## config.mk

```make
export PLATFORM = sky130hd
export DESIGN_NAME = instrumented_adder_meas_ctrl
export DESIGN_NICKNAME = d
export VERILOG_FILES = /design/src/rtl/instrumented_adder_meas_ctrl.sv
export SDC_FILE = /design/constraint.sdc
export NUM_CORES = 1
export LEC_CHECK = 0
export BUFFER_PORTS_ARGS = -buffer_cell sky130_fd_sc_hd__buf_2
export CORE_MARGIN = 3
export CORE_UTILIZATION = 40
export CTS_BUF_LIST = sky130_fd_sc_hd__clkbuf_2
export CTS_CLUSTER_SIZE = 28
export DETAILED_ROUTE_END_ITERATION = 16
export PLACE_DENSITY = 0.76
export SYNTH_ARGS = -nofsm -noshare
export SYNTH_HDL_FRONTEND = slang
export SYNTH_SLANG_ARGS = --single-unit
```

## constraint.sdc

```tcl
create_clock -name wb_clk_i -period 22.7 [get_ports wb_clk_i]
set_clock_uncertainty 0.1 [all_clocks]
set_input_delay 4.54 -clock wb_clk_i [delete_from_list [all_inputs] [get_ports wb_clk_i]]
set_output_delay 4.54 -clock wb_clk_i [all_outputs]
set_load 0.1 [all_outputs]
```

## src/rtl/instrumented_adder_meas_ctrl.sv

```systemverilog
// Measurement sequencer for the instrumented ripple adder.
//
// A start request latches the operand and bit-select configuration straight into the
// registers that drive the adder, so the adder inputs stay static from SETUP until the
// next start. After a settle interval, the sequencer counts rising edges of the
// asynchronous chain_out over a programmable window. It then captures the edge count
// and the adder sum, and signals completion with a busy/done handshake.
//
// Ports:
//   wb_clk_i, wb_rst_i     clock, asynchronous active-high reset
//   start, abort           single-cycle run request / cancel of the run in progress
//   cfg_a, cfg_b           operands
//   cfg_ext_sel            external-drive bit select
//   cfg_ring_sel           ring-drive bit select
//   cfg_sum_sel            sum-output tap bit select
//   cfg_window             count window length in cycles (0 skips counting)
//   adder_sum              adder sum output, captured at the end of a run
//   chain_out              ring/chain output, asynchronous to wb_clk_i
//   adder_*                operand and bit-select buses to the adder
//   ring_en                ring loop enable (SETTLE and MEASURE)
//   busy, done             run in progress / results valid (sticky until next start)
//   edge_count             captured rising-edge count
//   sum_result             captured adder sum
//   overflow               edge counter saturated during the last captured run
module instrumented_adder_meas_ctrl #(
  parameter int unsigned WIDTH         = 32,
  parameter int unsigned CNT_W         = 32,
  parameter int unsigned WIN_W         = 16,
  parameter int unsigned SETTLE_CYCLES = 4
) (
  input  logic             wb_clk_i,
  input  logic             wb_rst_i,
  input  logic             start,
  input  logic             abort,
  input  logic [WIDTH-1:0] cfg_a,
  input  logic [WIDTH-1:0] cfg_b,
  input  logic [WIDTH-1:0] cfg_ext_sel,
  input  logic [WIDTH-1:0] cfg_ring_sel,
  input  logic [WIDTH-1:0] cfg_sum_sel,
  input  logic [WIN_W-1:0] cfg_window,
  input  logic [WIDTH-1:0] adder_sum,
  input  logic             chain_out,
  output logic [WIDTH-1:0] adder_a,
  output logic [WIDTH-1:0] adder_b,
  output logic [WIDTH-1:0] adder_ext_bit_b,
  output logic [WIDTH-1:0] adder_ring_bit_b,
  output logic [WIDTH-1:0] adder_s_bit_b,
  output logic             ring_en,
  output logic             busy,
  output logic             done,
  output logic [CNT_W-1:0] edge_count,
  output logic [WIDTH-1:0] sum_result,
  output logic             overflow
);

  localparam int unsigned SetW = $clog2(SETTLE_CYCLES + 1);
  localparam int unsigned TmrW = (WIN_W > SetW) ? WIN_W : SetW;

  typedef enum logic [2:0] {
    StIdle,
    StSetup,
    StSettle,
    StMeasure,
    StCapture,
    StDone
  } state_e;

  state_e            state_q, state_d;
  logic [TmrW-1:0]   tmr_q, tmr_d;
  logic [WIN_W-1:0]  window_q;
  logic [WIDTH-1:0]  a_q, b_q, ext_q, ring_q, sum_sel_q;

  logic              sync1_q, sync2_q, sync3_q;
  logic              rise;

  logic [CNT_W-1:0]  cnt_q, cnt_d;
  logic              ovf_q, ovf_d;

  logic [CNT_W-1:0]  edge_count_q;
  logic [WIDTH-1:0]  sum_result_q;
  logic              overflow_q;

  logic              load_cfg;
  logic              clr_cnt;
  logic              count_en;
  logic              capture;

  // Next-state and control strobes. abort wins over start in every state.
  always_comb begin
    state_d  = state_q;
    tmr_d    = tmr_q;
    load_cfg = 1'b0;
    clr_cnt  = 1'b0;
    count_en = 1'b0;
    capture  = 1'b0;
    unique case (state_q)
      StIdle: begin
        if (start && !abort) begin
          load_cfg = 1'b1;
          state_d  = StSetup;
        end
      end
      StSetup: begin
        if (abort) begin
          state_d = StIdle;
        end else begin
          clr_cnt = 1'b1;
          tmr_d   = TmrW'(SETTLE_CYCLES - 1);
          state_d = StSettle;
        end
      end
      StSettle: begin
        if (abort) begin
          state_d = StIdle;
        end else if (tmr_q == '0) begin
          if (window_q == '0) begin
            state_d = StCapture;
          end else begin
            tmr_d   = TmrW'(window_q) - TmrW'(1);
            state_d = StMeasure;
          end
        end else begin
          tmr_d = tmr_q - TmrW'(1);
        end
      end
      StMeasure: begin
        count_en = 1'b1;
        if (abort) begin
          state_d = StIdle;
        end else if (tmr_q == '0) begin
          state_d = StCapture;
        end else begin
          tmr_d = tmr_q - TmrW'(1);
        end
      end
      StCapture: begin
        if (abort) begin
          state_d = StIdle;
        end else begin
          capture = 1'b1;
          state_d = StDone;
        end
      end
      StDone: begin
        if (abort) begin
          state_d = StIdle;
        end else if (start) begin
          load_cfg = 1'b1;
          state_d  = StSetup;
        end
      end
      default: state_d = StIdle;
    endcase
  end

  // Rising edge of the synchronised chain output.
  assign rise = sync2_q & ~sync3_q;

  // Saturating live edge counter; overflow marks the first increment lost at all-ones.
  always_comb begin
    cnt_d = cnt_q;
    ovf_d = ovf_q;
    if (clr_cnt) begin
      cnt_d = '0;
      ovf_d = 1'b0;
    end else if (count_en && rise) begin
      if (&cnt_q) begin
        ovf_d = 1'b1;
      end else begin
        cnt_d = cnt_q + CNT_W'(1);
      end
    end
  end

  always_ff @(posedge wb_clk_i or posedge wb_rst_i) begin
    if (wb_rst_i) begin
      state_q <= StIdle;
      tmr_q   <= '0;
      cnt_q   <= '0;
      ovf_q   <= 1'b0;
      sync1_q <= 1'b0;
      sync2_q <= 1'b0;
      sync3_q <= 1'b0;
    end else begin
      state_q <= state_d;
      tmr_q   <= tmr_d;
      cnt_q   <= cnt_d;
      ovf_q   <= ovf_d;
      sync1_q <= chain_out;
      sync2_q <= sync1_q;
      sync3_q <= sync2_q;
    end
  end

  // The configuration is latched directly into the adder drive registers. They are
  // visible from the SETUP cycle on and hold through CAPTURE, DONE and abort.
  always_ff @(posedge wb_clk_i or posedge wb_rst_i) begin
    if (wb_rst_i) begin
      window_q  <= '0;
      a_q       <= '0;
      b_q       <= '0;
      ext_q     <= '0;
      ring_q    <= '0;
      sum_sel_q <= '0;
    end else if (load_cfg) begin
      window_q  <= cfg_window;
      a_q       <= cfg_a;
      b_q       <= cfg_b;
      ext_q     <= cfg_ext_sel;
      ring_q    <= cfg_ring_sel;
      sum_sel_q <= cfg_sum_sel;
    end
  end

  // Results change only on a completed CAPTURE, so an aborted run leaves them intact.
  always_ff @(posedge wb_clk_i or posedge wb_rst_i) begin
    if (wb_rst_i) begin
      edge_count_q <= '0;
      sum_result_q <= '0;
      overflow_q   <= 1'b0;
    end else if (capture) begin
      edge_count_q <= cnt_q;
      sum_result_q <= adder_sum;
      overflow_q   <= ovf_q;
    end
  end

  assign adder_a          = a_q;
  assign adder_b          = b_q;
  assign adder_ext_bit_b  = ext_q;
  assign adder_ring_bit_b = ring_q;
  assign adder_s_bit_b    = sum_sel_q;

  // Decoded from the state register so that an asynchronous reset drops ring_en at once.
  assign ring_en = (state_q == StSettle) || (state_q == StMeasure);
  assign busy    = (state_q == StSetup) || (state_q == StSettle) ||
                   (state_q == StMeasure) || (state_q == StCapture);
  assign done    = (state_q == StDone);

  assign edge_count = edge_count_q;
  assign sum_result = sum_result_q;
  assign overflow   = overflow_q;

endmodule

```

==> flow_metrics.py <==
metrics = {
    "status": {
        "run_status": "finished clean",
    },
    "grt": {
        "grt_pass1_wl_um": 53500,
        "grt_start_max_net_pins": 158,
        "grt_pass1_vias": 9937,
        "grt_usage_pct": 20.2,
        "antenna_found_initial": 7,
        "overflow": 0,
    },
    "route": {
        "wl_per_cell_um": 18.4,
        "routed_wl_um": 34200,
        "ant_nets": 0,
        "avgViaCountPerCell": 5.05,
        "drt_iter0_drc": 435,
        "drc_errors": 0,
        "vias": 9359,
        "dr.pass1.iters": 6,
    },
    "yosys": {
        "avgSynthCellArea_sq_um": 13.5,
        "synth_edf_count": 0,
        "netlist_area_sq_um": 12300,
        "synth.most_common_cell": "dfrtp_1",
        "synth_top_area_share_pct": 60.2,
        "synth_cell_types": 53,
        "yosys.area.top_type": "dfrtp_1",
        "async_flop_share_pct": 100,
        "ys.flop_type": "dfrtp_1",
        "yosys_warnings": 0,
        "synth_area_leaders": "dfrtp_1, mux2_2, nor2_1",
        "ys_seq_area_share_pct": 60.2,
        "ys_ff_latch": 296,
        "yosys-top-cells-count": "dfrtp_1, mux2_2, nor2_1",
        "synthCells": 914,
        "synth_nets": 1130,
    },
    "clock_network": {
        "cts-resized-gates": 0,
        "root_buffer": "clkbuf_2",
        "postCtsSetupBuffers": 0,
        "clk_latency_ns": 0.84,
        "cts.sink_count": 296,
        "clk_path_buf_depth": 3,
        "cts_max_level": 3,
        "cts_tree": "built",
        "cts.clk_slew.worst_paths_ns": 0.10,
        "cts_made_buffers": 79,
        "cts_hold_buf": 0,
    },
    "placement": {
        "port_buffers": 440,
        "routabilityCongestion": 0.845,
        "dp_hpwl_um": 24700,
    },
    "hold_path": {
        "hp-class": "reg -> reg",
    },
    "setup_path": {
        "reg2reg_from": "state_q[0]",
        "endpoint_kind": "primary output",
        "timing.rr.end": "adder_b[11]",
        "rr_worst_depth": 6,
        "critPathMaxFanout": 15,
        "crit_end": "done",
        "startpoint_type": "flip-flop",
        "ff2ff_setup_slack_ns": 19.06,
        "worstPathArrival_ns": 2.56,
        "critPathKind": "reg -> out",
        "crit_required_ns": 18.06,
        "worstSetupStartpoint": "state_q[0]",
    },
    "finish": {
        "layout-drive-gt1-share_pct": 56.7,
        "syn_to_final_growth_pct": 27.4,
        "fillers": 2705,
        "fin_nets": 1619,
    },
    "sta": {
        "fmax_mhz": 139,
        "fin_crit_sh_pct": 31.7,
        "period_minus_slack_ns": 7.20,
        "final_max_slew_viol_count": 0,
        "worst_pin_slew_ns": 0.973,
        "rsz0062_at_grt": "no",
        "hold_violations": 0,
        "setup_viol": 0,
        "relSlewSlack_pct": 35.1,
        "fin_tns_setup_ns": 0,
    },
    "die": {
        "core_sq_um": 30000,
        "ios": 441,
        "die_w_um": 181,
        "die_area_sq_um": 32900,
        "dieHeight_um": 181,
        "start_util_pct": 41.1,
        "rows": 63,
    },
    "run": {
        "drv_cap": 0,
    },
}
==> worst min-delay path by stage <==
| stage | start | endpoint | slack, ns | cells after the start |
|---|---|---|---|---|
| after floorplan | sync1_q | sync2_q | 0.23 | 0 |
| after global placement | sync1_q | sync2_q | 0.23 | 0 |
| after detailed placement | sync1_q | sync2_q | 0.24 | 0 |
| after CTS | sync1_q | sync2_q | 0.21 | 0 |
| after global routing | sync1_q | sync2_q | 0.21 | 0 |
| final | sync1_q | sync2_q | 0.22 | 0 |
==> worst max-delay path: stages (launching register included) <==
cell	delay, ns
dfrtp_1	0.67
inv_1	0.22
nor3b_1	0.38
buf_2	0.51
==> layout by cell type (no fill, tap or decap), types with 22 or more instances in the layout <==
master,instances
nand3_1,23
buf_2,440
clkbuf_2,119
nor3_1,24
dfrtp_1,296
mux2_2,241
o21ai_0,27
nor2_1,59
nand2_1,27
xor2_1,22
==> through the flow <==
stage | hold slack (ns) | worst slack (ns) | instance area (sq um) | utilization (%) | cells
3_5_place_dp | 0.243 | 15.06 | 14900 | 49.8 | 1712
4_1_cts | 0.213 | 15.38 | 15700 | 52.3 | 1848
3_3_place_gp | 0.234 | 15.10 | 14900 | 49.8 | 1712
5_1_grt | 0.209 | 15.35 | 15700 | 52.3 | 1855
6_report | 0.221 | 15.50 | 15700 | 52.3 | 1855
2_1_floorplan | 0.231 | 9.88 | 12300 | - | 914
==> final cells by class <==
| cell class | instances | area [sq um] | area share (%) |
|---|---|---|---|
| Antenna cell | 7 | 17.5 | 0.112 |
| Timing Repair Buffer | 447 | 2270 | 14.5 |
| Tap cell | 390 | 488 | 3.11 |
| Clock inverter | 17 | 135 | 0.862 |
| Inverter | 11 | 48.8 | 0.311 |
| Multi-Input combinational cell | 568 | 4710 | 30.1 |
| Sequential cell | 296 | 7410 | 47.3 |
| Clock buffer | 119 | 596 | 3.80 |
==> cells by family after synthesis <==
family                   synth area share, %
multiplexers                            22.3
AO/OA/AOI/OAI                           4.19
AND/OR/NAND/NOR                         8.61
flip-flops                              60.2
XOR/XNOR                                2.71
buffers and inverters                   1.63
adder cells (fa/ha/maj)                0.305
==> routing by layer <==
layer / track usage (%) / share of wire (%) / up-vias
met2: 34.7 / 51 / 385
met3: 5.79 / 7.5 / 90
li1: - / - / 4300
met1: 23.2 / 37 / 4584
met4: 10.2 / 4.1 / 0
met5: 0 / 0 / -
==> sequential cells by signal (all words and copies together) (netlist names) <==
name,flops
tmr_q,16
ovf_q,1
edge_count,32
window_q,16
cnt_q,32
sync1_q,1
sum_result,32
adder_b,32
overflow,1
sync3_q,1
adder_ring_bit_b,32
adder_a,32
adder_s_bit_b,32
state_q,3
sync2_q,1
adder_ext_bit_b,32
Power is left out: the tool's default activity adds up to more than one toggle a clock period on the data nets, which glitch-free logic cannot reach.
